**config.mk**
```make
export PLATFORM = sky130hd
export DESIGN_NAME = bin_updown_counter
export DESIGN_NICKNAME = d
export VERILOG_FILES = /design/src/rtl/bin_updown_counter_pkg.sv /design/src/rtl/bin_updown_counter_freq_div_tick.sv /design/src/rtl/bin_updown_counter.sv
export SDC_FILE = /design/constraint.sdc
export NUM_CORES = 1
export LEC_CHECK = 0
export CAP_MARGIN = 20
export CORE_ASPECT_RATIO = 1.75
export CORE_UTILIZATION = 48
export DETAILED_ROUTE_END_ITERATION = 6
export PLACE_DENSITY = 0.82
export REMOVE_ABC_BUFFERS = 1
export SLEW_MARGIN = 20
export SYNTH_ARGS = -nofsm -noshare
export SYNTH_HDL_FRONTEND = slang
export SYNTH_SLANG_ARGS = --single-unit
export TNS_END_PERCENT = 30
```
**constraint.sdc**
```tcl
create_clock -name clk -period 1.85 [get_ports clk]
set_clock_uncertainty 0.1 [all_clocks]
set_input_delay 0.2775 -clock clk [delete_from_list [all_inputs] [get_ports clk]]
set_output_delay 0.2775 -clock clk [all_outputs]
set_load 0.005 [all_outputs]
```
**src/rtl/bin_updown_counter_pkg.sv**
```systemverilog
`default_nettype none
// ============================================================================
//  Module   : bin_updown_counter_pkg
//  Brief    : Shared state encoding and constants for the 4-bit up/down
//             counter and its prescaler.
//  Revision : 1.0  initial release
// ============================================================================
package bin_updown_counter_pkg;

   // Run/stop state of the counter FSM
   typedef enum logic [0:0] {
      STAT_STOP = 1'b0,
      STAT_RUN  = 1'b1
   } state_e;

   localparam logic [3:0] c_BIN_MAX    = 4'd15;
   localparam logic [3:0] c_BIN_MIN    = 4'd0;

   localparam logic       c_COUNT_UP   = 1'b1;
   localparam logic       c_COUNT_DOWN = 1'b0;

   localparam logic       c_ENABLED    = 1'b1;
   localparam logic       c_DISABLED   = 1'b0;

endpackage : bin_updown_counter_pkg
`default_nettype wire

```
**src/rtl/bin_updown_counter_freq_div_tick.sv**
```systemverilog
`default_nettype none
// ============================================================================
//  Module   : freq_div_tick
//  Brief    : Prescaler producing a one-cycle tick every DIV enabled clocks.
//             The count is forced to 0 whenever enable is low, so the first
//             tick after enabling arrives exactly DIV cycles later.
//  Revision : 1.0  initial release
// ============================================================================
module freq_div_tick #(
   parameter int DIV   = 4,
   parameter int CNT_W = 27
) (
   input  logic clk,
   input  logic rst_n,
   input  logic enable,
   output logic tick
);
   import bin_updown_counter_pkg::*;

   localparam logic [CNT_W-1:0] c_CNT_LAST = CNT_W'(DIV - 1);

   logic [CNT_W-1:0] cnt_q;
   logic [CNT_W-1:0] cnt_d;

   // Tick is combinational so the consuming edge is the one that wraps cnt
   assign tick = (enable == c_ENABLED) && (cnt_q == c_CNT_LAST);

   // Next prescaler value: clear when disabled, wrap at DIV-1
   always_comb begin
      cnt_d = cnt_q;
      if (enable == c_DISABLED) begin
         cnt_d = '0;
      end else if (cnt_q == c_CNT_LAST) begin
         cnt_d = '0;
      end else begin
         cnt_d = cnt_q + CNT_W'(1);
      end
   end

   // Prescaler register with synchronous active-low reset
   always_ff @(posedge clk) begin
      if (!rst_n) begin
         cnt_q <= '0;
      end else begin
         cnt_q <= cnt_d;
      end
   end

endmodule : freq_div_tick
`default_nettype wire

```
**src/rtl/bin_updown_counter.sv**
```systemverilog
`default_nettype none
// ============================================================================
//  Module   : bin_updown_counter
//  Brief    : 4-bit up/down counter with start/stop control and built-in
//             prescaler; feeds the binary-to-BCD converter.
//  Options  : COUNTER_SATURATE_EN - saturate at 15/0 instead of wrapping,
//             pulse wrap at the limit and drop back to STOP.
//  Revision : 1.0  initial release
// ============================================================================
module bin_updown_counter
   import bin_updown_counter_pkg::*;
#(
   parameter int DIV   = 100_000_000,
   parameter int CNT_W = 27
) (
   input  logic       clk,
   input  logic       rst_n,
   input  logic       start_stop,
   input  logic       load,
   input  logic [3:0] load_val,
   input  logic       up_down,
   output logic [3:0] bin,
   output logic       running,
   output logic       wrap
);

   state_e     state_q;
   state_e     state_d;
   logic [3:0] bin_q;
   logic [3:0] bin_d;
   logic       wrap_q;
   logic       wrap_d;

   logic       w_tick;
   logic       w_presc_en;
   logic       w_at_limit;
   logic       w_count_up;

   // Prescaler only runs while the registered state is RUN
   assign w_presc_en = (state_q == STAT_RUN) ? c_ENABLED : c_DISABLED;

   freq_div_tick #(
      .DIV   (DIV),
      .CNT_W (CNT_W)
   ) u_freq_div_tick (
      .clk    (clk),
      .rst_n  (rst_n),
      .enable (w_presc_en),
      .tick   (w_tick)
   );

   // Direction is sampled live at each tick; the limit is the value the
   // next step in that direction would cross
   assign w_count_up = (up_down == c_COUNT_UP);
   assign w_at_limit = w_count_up ? (bin_q == c_BIN_MAX) : (bin_q == c_BIN_MIN);

   // Next-state logic: start_stop toggles; saturating build auto-stops at limit
   always_comb begin
      state_d = state_q;
      case (state_q)
         STAT_STOP: begin
            if (start_stop) begin
               state_d = STAT_RUN;
            end
         end
         STAT_RUN: begin
            if (start_stop) begin
               state_d = STAT_STOP;
            end
`ifdef COUNTER_SATURATE_EN
            else if (w_tick && w_at_limit) begin
               state_d = STAT_STOP;
            end
`endif
         end
         default: state_d = STAT_STOP;
      endcase
   end

   // Count datapath: load only in STOP, step only on tick in RUN
   always_comb begin
      bin_d  = bin_q;
      wrap_d = 1'b0;
      if (state_q == STAT_STOP) begin
         if (load) begin
            bin_d = load_val;
         end
      end else if (w_tick) begin
`ifdef COUNTER_SATURATE_EN
         if (w_at_limit) begin
            wrap_d = 1'b1;
         end else begin
            bin_d = w_count_up ? (bin_q + 4'd1) : (bin_q - 4'd1);
         end
`else
         bin_d  = w_count_up ? (bin_q + 4'd1) : (bin_q - 4'd1);
         wrap_d = w_at_limit;
`endif
      end
   end

   // State and output registers; reset overrides every other input
   always_ff @(posedge clk) begin
      if (!rst_n) begin
         state_q <= STAT_STOP;
         bin_q   <= c_BIN_MIN;
         wrap_q  <= 1'b0;
      end else begin
         state_q <= state_d;
         bin_q   <= bin_d;
         wrap_q  <= wrap_d;
      end
   end

   assign bin     = bin_q;
   assign running = (state_q == STAT_RUN);
   assign wrap    = wrap_q;

endmodule : bin_updown_counter
`default_nettype wire
```
==> Word-level counts from Yosys, hierarchy flattened <==
Index checks and enable logic that the tools add are counted.
{ "word_totals": {"input_bits": 9, "reg_bits": 33} }
{ "op_classes": {"bitwise": 3, "reduce_logical": 6, "n_addsub": 3, "eq_ne": 3, "muxes": 9} }
{ "op_table": {"columns": ["cell", "count"], "rows": [
  ["$add 27x1->27 const B", 1],
  ["$eq 27x27->1 const B", 1],
  ["$mux 4", 4],
  ["$add 4x1->4 const B", 1],
  ["$eq 4x4->1 const B", 1],
  ["$logic_not 4->1", 1],
  ["$mux 1", 4],
  ["$sub 4x1->4 const B", 1],
  ["$not 1->1", 3],
  ["$reduce_and 3->1", 1],
  ["$reduce_or 3->1", 1],
  ["$ne 2x1->1 const B", 1],
  ["$pmux 1 s2", 1],
  ["$reduce_and 2->1", 1],
  ["$reduce_bool 2->1", 1],
  ["$logic_and 1x1->1", 1]
]} }

==> Longest topological paths before layout <==
Gate-level depths: netlist of the first run.
{ "depth": {"depth_word": 4, "depth_mapped": 7} }

==> By module <==
From an unflattened synthesis of the first run, not the netlist that was laid out.
{ "unflattened": {"hier_cells": 210, "area_unflattened_um2": 1795.5} }
{ "modules_own_cells": {"columns": ["mod", "instances", "area_each_um2", "cells_per_inst"], "rows": [
  ["freq_div_tick", 1, 1391.3, 164],
  ["bin_updown_counter", 1, 404.1, 46]
]} }

==> Least setup slack after synthesis of the first run <==
Ideal clock, no wire load.
{ "synth_timing": {"path_type": "register to register", "start": "reg u_freq_div_tick.cnt_q[0]", "end": "reg u_freq_div_tick.cnt_q[18]", "setup_ns": 0.070, "t_arrival_ns": 1.882, "n_path_buf": 1, "slack_ns": -0.202, "synth_period_minus_slack_ns": 2.052, "t_required_ns": 1.680, "stages_incl_launch_ff": 7, "cell_sequence": "dfxtp_1 ha_1 nand4_4 or4_4 buf_2 or3_1 a21oi_1"} }
{ "synth_via": {"elab_chain_cells": 2, "word_cells_on_any_way": 3, "cone_classes": "add/sub (1); eq/ne (1); reduce/logical (1)"} }
{ "synth_lines": {"columns": ["item", "line_no", "text"], "rows": [
  ["start, declared", "bin_updown_counter_freq_div_tick.sv:22", "logic [CNT_W-1:0] cnt_q;"],
  ["start signal, assigned", "bin_updown_counter_freq_div_tick.sv:45", "cnt_q <= cnt_d;"],
  ["parallel branches: the longest is 2 deep, another holds $add 27x1->27", null, null]
]} }
Parallel ways; which one is timed is not known.
A chain may end at the register's enable or synchronous reset.

==> Worst setup path after layout of the first run <==
{ "layout_timing": {"start": "reg u_freq_div_tick.cnt_q[10]", "end": "reg u_freq_div_tick.cnt_q[26]"} }
Same word-level chain as after synthesis.

==> flow_summary.yaml, run 1 <==
placement:
  gp_congestion: 0.888
  number_of_placed_instances_with_taps_included: 293
  portBuffers: 14
  placedInstanceArea_um2: 2180
  estimated_wirelength_of_the_detail_placed_design_um: 3200
min_path:
  hold_path_end: "u_freq_div_tick.cnt_q[16]$_SDFF_PP0_"
  hold_path.startpoint: "u_freq_div_tick.cnt_q[16]$_SDFF_PP0_"
  hold_depth: 2
  min_path_type: "register to register"
clock_network:
  tritoncts: "done"
  clk_latency_ns: 0.29
  total_of_hold_buffers_inserted_after_clock_tree_synthesis: 0
  cts_buffers: 5
  clock_tree.htree_level_count: 2
  cts.sink_count: 33
  clk_root_buffer_cell: "sky130_fd_sc_hd__clkbuf_8"
  cts.clk_slew.worst_paths_ns: 0.07
  cts_buffer_depth: 2
route:
  drt_iter0_markers: 117
  detail_route.drc_violations: 0
  drt-wirelength-per-cell_um: 18.5
  detail-route-antenna-nets: 0
  vias_after_detailed_routing: 1984
  avgViaCountPerCell: 6.30
  wirelength_um: 5820
  detailedRoute.firstPassIterationCount: 5
timing:
  final_period_minus_worst_setup_slack_ns: 2.07
  max_slew_margin: 0.780
  postLayoutSetupSlackWorst_ns: -0.220
  final-setup-viol-count: 27
  final.period_utilization: 1.12
  grt_setup_unrepaired: "yes"
  max_freq_ghz: 0.483
  slew_viol_final: 0
  worstMarginPinSlew_ns: 0.329
  hold_viol: 0
final_layout:
  final_net_count: 282
  area_growth_syn_to_layout_pct: 46.7
  postLayoutCellArea_um2: 2580
  fin_cells: 315
  layout_commonest_cell: "sky130_fd_sc_hd__buf_4"
  layout-drive-gt1-share: 0.341
  mostFrequentLayoutCells: "sky130_fd_sc_hd__buf_4, sky130_fd_sc_hd__nor2_1, sky130_fd_sc_hd__dfxtp_1, sky130_fd_sc_hd__clkdlybuf4s50_1"
  n_antenna_cell: 0
worst_setup_path:
  timing.critical_path.buf_inv: 1
  r2r_end: "u_freq_div_tick.cnt_q[26]$_SDFF_PP0_"
  worstPathArrival_ns: 2.19
  timing.critical_path.required_ns: 1.97
  worst_reg2reg_path_startpoint: "u_freq_div_tick.cnt_q[10]$_SDFF_PP0_"
  worst_path_max_delay_cell: "sky130_fd_sc_hd__or4_4"
  reg2reg_setup_slack_ns: -0.22
  path_delay_family: "simple AND/OR/NAND/NOR gates"
  slowest_delay_ns: 0.47
  timing.critical_path.fanout_max: 6
  timing.critical_path.cells: "nand4_1, buf_4, or4_4, or4_1, a21oi_1"
  path_class: "register to register"
  critPathLaunchType: "register"
  cp.depth: 5
  worstSetupEndpointType: "register"
  r2r.worst_path.cells: 5
floorplanning:
  placement_rows: 28
  die_area_um2: 3920
  floorplan.die.width_um: 47.8
  floorplan.die.height_um: 82.1
  pin_count: 15
  floorplan.core_area_um2: 3430
  floorplan.initialDensity: 0.512
global_routing:
  grt_first_pass_wirelength_um: 7850
  overall_fraction_of_global_route_tracks_in_use: 0.288
  largest_net_degree_at_the_start_of_global_routing: 27
  grt_pass1_vias: 1760
  initial_antenna_violation_count: 0
  globalRouteOverflowTotal: 0
power:
  worst_ir_drop_vdd_mv: 0.533
  power-per-cell-area_nw_per_um2: 634
  power.static_leakage_nw: 0.903
synth:
  synth_seq_area_share: 0.376
  ys_seq_elements: 33
  netlist_instances: 208
  syn_area_per_cell_um2: 8.46
  synth.yosys.warnings: 0
  yosys_top_cell_area_share: 0.376
  netlist.top_cell.by_area: "sky130_fd_sc_hd__dfxtp_1"
  netlist_area_um2: 1760
  number_of_different_library_cells_in_the_post_synthesis_netlist: 40
  synth_top_cells_by_area: "sky130_fd_sc_hd__dfxtp_1, sky130_fd_sc_hd__nor2_1, sky130_fd_sc_hd__xnor2_1"
run_status:
  outcome: "finished with violations"
  failed_checks: "setup timing"
flow_run:
  maxCapViolCount: 0
-- through the flow --
step                setup slack (ns)  utilization  hold WS (ns)  power (mW)  TNS [ns]
global route                  -0.251        0.752         0.446        1.70     -3.40
floorplan                     -0.274            -         0.314       0.828     -2.36
CTS                          -0.0786        0.702         0.417        1.64    -0.786
global placement              -0.204        0.634         0.377       0.907     -1.03
detailed placement            -0.258        0.634         0.405       0.910     -2.20
finish                        -0.220        0.752         0.426        1.64     -2.29
-- worst register-to-register path, stage by stage, from the launching register on --
cell	delay (ns)
sky130_fd_sc_hd__dfxtp_2	0.37
sky130_fd_sc_hd__nand4_1	0.23
sky130_fd_sc_hd__buf_4	0.22
sky130_fd_sc_hd__or4_4	0.47
sky130_fd_sc_hd__or4_1	0.45
sky130_fd_sc_hd__a21oi_1	0.16
-- synth_stat cells (all sizes together) --
cell / count
nand2: 10
and4: 4
a21o: 1
fa: 1
o31ai: 7
a211oi: 2
mux2: 1
or4: 10
ha: 3
a31oi: 1
nand4bb: 1
and2: 2
inv: 9
a221oi: 2
nor2: 25
nor2b: 2
xor2: 5
o2111ai: 1
a22o: 1
or4b: 1
nand3: 10
a31o: 1
or3b: 1
and3: 4
nor3: 2
clkbuf: 2
a21oi: 16
nor4bb: 1
dfxtp: 33
nand4: 12
nor4: 5
xnor2: 10
or3: 7
o21ai: 8
o32ai: 1
buf: 6
-- kinds of logic after synthesis --
kind of cell	count (synthesis)	synth area share
buffers and inverters	17	0.0455
AND/OR/NAND/NOR	97	0.321
flip-flops	33	0.376
XOR/XNOR	15	0.0747
adder cells (fa/ha/maj)	4	0.0327
AO/OA/AOI/OAI	41	0.144
multiplexers	1	0.00640
-- flip-flops by register name, summed over array words and instances (netlist names) --
| signal | cells |
|---|---|
| wrap | 1 |
| bin | 4 |
| u_freq_div_tick.cnt_q | 27 |
| running | 1 |
-- what timing repair did --
item,in CTS,in global routing
pin swaps,13,11
gates cloned,0,1
gates resized for setup,15,26
setup endpoints to repair,31,31
setup buffers,7,6
-- layout make-up --
type                       count  area (um^2)
clock buffer                   6         82.6
clock inverter                 2         37.5
fill                         215          852
inverter                       9         33.8
multi-input combinational    159         1180
sequential                    33          671
tap                           45         56.3
timing repair buffer          61          517
-- worst max path at each step --
stage,from,end,slack [ns]
finish,u_freq_div_tick.cnt_q[10]$_SDFF_PP0_,u_freq_div_tick.cnt_q[26]$_SDFF_PP0_,-0.22
global route,u_freq_div_tick.cnt_q[9]$_SDFF_PP0_,u_freq_div_tick.cnt_q[24]$_SDFF_PP0_,-0.25
CTS,u_freq_div_tick.cnt_q[10]$_SDFF_PP0_,bin[2]$_SDFFE_PN0P_,-0.08
detailed placement,up_down,bin[3]$_SDFFE_PN0P_,-0.26
global placement,up_down,bin[3]$_SDFFE_PN0P_,-0.20
floorplan,u_freq_div_tick.cnt_q[0]$_SDFF_PP0_,u_freq_div_tick.cnt_q[26]$_SDFF_PP0_,-0.27
-- per-layer routing --
layer / wire [um] / track usage / share of wire / vias up
met4: 182 / 0.164 / 0.031 / 0
li1: - / - / - / 898
met1: 2220 / 0.291 / 0.38 / 961
met2: 3020 / 0.499 / 0.52 / 100
met3: 396 / 0.0769 / 0.068 / 25
met5: 0 / 0 / 0 / -
-- power by group --
group          switching (mW)  internal (mW)  leakage [nW]
combinational          0.0798         0.0912         0.575
clock                   0.285          0.438        0.0574
sequential             0.0201          0.722         0.271
total                   0.385           1.25         0.903
No activity file was read; power rests on OpenSTA's default activity.
==> run 2, diff against run 1 <==
- MAX_ROUTING_LAYER: default -> met4
==> run 2 against run 1 <==
  * The flow still finishes with violations (setup timing)
  * Combinational power about the same
  * Hold slack gained 0.0059 ns
  * Fmax shrank 2.5%
  * Final cell count decreased by 0.32%
  * Largest power group unchanged
==> flow_summary.yaml, run 2 (synthesis results as in run 1) <==
worst_setup_path:
  worstSetupEndpointType: "register"
  worst_reg2reg_path_startpoint: "u_freq_div_tick.cnt_q[9]$_SDFF_PP0_"
  path_class: "register to register"
  worstPathArrival_ns: 2.26
  critPathLaunchType: "register"
  timing.critical_path.cells: "nand4_1, buf_4, or4_4, or4_4, a21oi_2"
  crit_start: "u_freq_div_tick.cnt_q[9]$_SDFF_PP0_"
  timing.critical_path.required_ns: 1.98
  slowest_delay_ns: 0.59
  timing.critical_path.fanout_max: 5
  most_common_cell_on_crit_path: "sky130_fd_sc_hd__or4_4"
  worst_path_max_delay_cell: "sky130_fd_sc_hd__or4_4"
final_layout:
  layout_commonest_cell: "sky130_fd_sc_hd__buf_4"
  final_net_count: 281
  mostFrequentLayoutCells: "sky130_fd_sc_hd__buf_4, sky130_fd_sc_hd__nor2_1, sky130_fd_sc_hd__dfxtp_1, sky130_fd_sc_hd__clkdlybuf4s50_1, sky130_fd_sc_hd__dfxtp_2"
  area.sequential_um2: 676
  layout-drive-gt1-share: 0.372
  largest_reg_flops: 27
  layout.filler_cells: 218
  area_growth_syn_to_layout_pct: 47.9
  max_flop_register: "u_freq_div_tick.cnt_q"
  n_antenna_cell: 0
  multi_input_combinational_cell_area_um2: 1200
  fin_util: 0.758
power:
  worst_ir_drop_vdd_mv: 0.544
  power.static_leakage_nw: 0.902
  report.power.total_mw: 1.66
  power-per-cell-area_nw_per_um2: 636
timing:
  max_freq_ghz: 0.471
  fin_tns_setup_ns: -3.24
  hold_viol: 0
  postLayoutSetupSlackWorst_ns: -0.274
  worst_hold_margin_ns: 0.432
  final-setup-viol-count: 17
  slew_viol_final: 0
  grt_setup_unrepaired: "yes"
  max_slew_margin: 0.764
  final_period_minus_worst_setup_slack_ns: 2.12
  final.period_utilization: 1.15
  worstMarginPinSlew_ns: 0.351
placement:
  gp_congestion: 0.903
  portBuffers: 14
  pre_cts_ws_ns: -0.258
  estimated_wirelength_of_the_detail_placed_design_um: 3200
clock_network:
  clk_root_buffer_cell: "sky130_fd_sc_hd__clkbuf_8"
  cts.sink_count: 33
  total_of_hold_buffers_inserted_after_clock_tree_synthesis: 0
  tritoncts: "done"
  clock_tree.htree_level_count: 2
  cts_buffers: 5
  clk_latency_ns: 0.30
  cts_buffer_depth: 2
  cts.clk_slew.worst_paths_ns: 0.09
floorplanning:
  floorplan.die.height_um: 82.1
  die_area_um2: 3920
  floorplan.die.width_um: 47.8
  pin_count: 15
  placement_rows: 28
  floorplan.initialDensity: 0.512
  floorplan.core_area_um2: 3430
global_routing:
  globalRouteOverflowTotal: 0
  grt_first_pass_wirelength_um: 7860
  overall_fraction_of_global_route_tracks_in_use: 0.296
  grt_pass1_vias: 1763
  largest_net_degree_at_the_start_of_global_routing: 27
  initial_antenna_violation_count: 0
route:
  detail-route-antenna-nets: 0
  wirelength_um: 6330
  detail_route.drc_violations: 0
  avgViaCountPerCell: 6.53
  detailedRoute.firstPassIterationCount: 5
  vias_after_detailed_routing: 2049
  drt-wirelength-per-cell_um: 20.2
  drt_iter0_markers: 132
min_path:
  hold_path.startpoint: "u_freq_div_tick.cnt_q[16]$_SDFF_PP0_"
  min_path_type: "register to register"
flow_run:
  maxCapViolCount: 0
run_status:
  failed_checks: "setup timing"
  outcome: "finished with violations"
## run 2: cell types whose count changed in the layout (fill, tap and decap cells not counted), sizes merged
cell	delta
buf	-1
## run 2: metal layers
layer	wire length (um)	part of all wire	track usage	vias to the layer above
met5	0	0	-	-
met4	267	0.042	0.156	0
met3	444	0.070	0.0835	40
met2	3330	0.53	0.499	126
met1	2290	0.36	0.291	986
li1	-	-	-	897
## run 2: stage by stage
step                      cell area [um^2]  cells
after floorplan                       1710    200
after global placement                2180    293
after detailed placement              2180    293
after CTS                             2410    308
after global routing                  2600    314
final                                 2600    314
## run 2: cell type report
| type | instances | area share |
|---|---|---|
| inverters | 9 | 0.0130 |
| multi-input cells | 159 | 0.462 |
| repair buffers | 60 | 0.197 |
| clock buffers | 6 | 0.0317 |
| clock inverters | 2 | 0.0144 |
| flip-flops and latches | 33 | 0.260 |
| well taps | 45 | 0.0216 |
## run 2: worst paths after layout
kind	end	slack [ns]	depth (start not counted)
worst max-delay path	u_freq_div_tick.cnt_q[25]$_SDFF_PP0_	-0.27	5
worst min-delay path	u_freq_div_tick.cnt_q[16]$_SDFF_PP0_	0.43	2
worst max register to register	u_freq_div_tick.cnt_q[25]$_SDFF_PP0_	-0.27	5
worst min register to register	u_freq_div_tick.cnt_q[16]$_SDFF_PP0_	0.43	2
## run 2: power by group
group	switching, mW	internal (mW)	total [mW]
Clock	0.299	0.438	0.737
Sequential	0.0219	0.722	0.744
Combinational	0.0826	0.0918	0.174
## run 2: critical path: cells and delay by family, from the launching register on
kind	cells	cell delay (ns)
simple gates	3	1.22
flops	1	0.39
buf+inv	1	0.19
compound gates	1	0.16
## run 2: what timing repair did
item                                    in CTS  in global routing
endpoints found under the setup margin      31                 31
gates resized for setup                     15                 36
gates cloned                                 0                  1
pin swaps                                   13                 16
buffers inserted                             7                  5
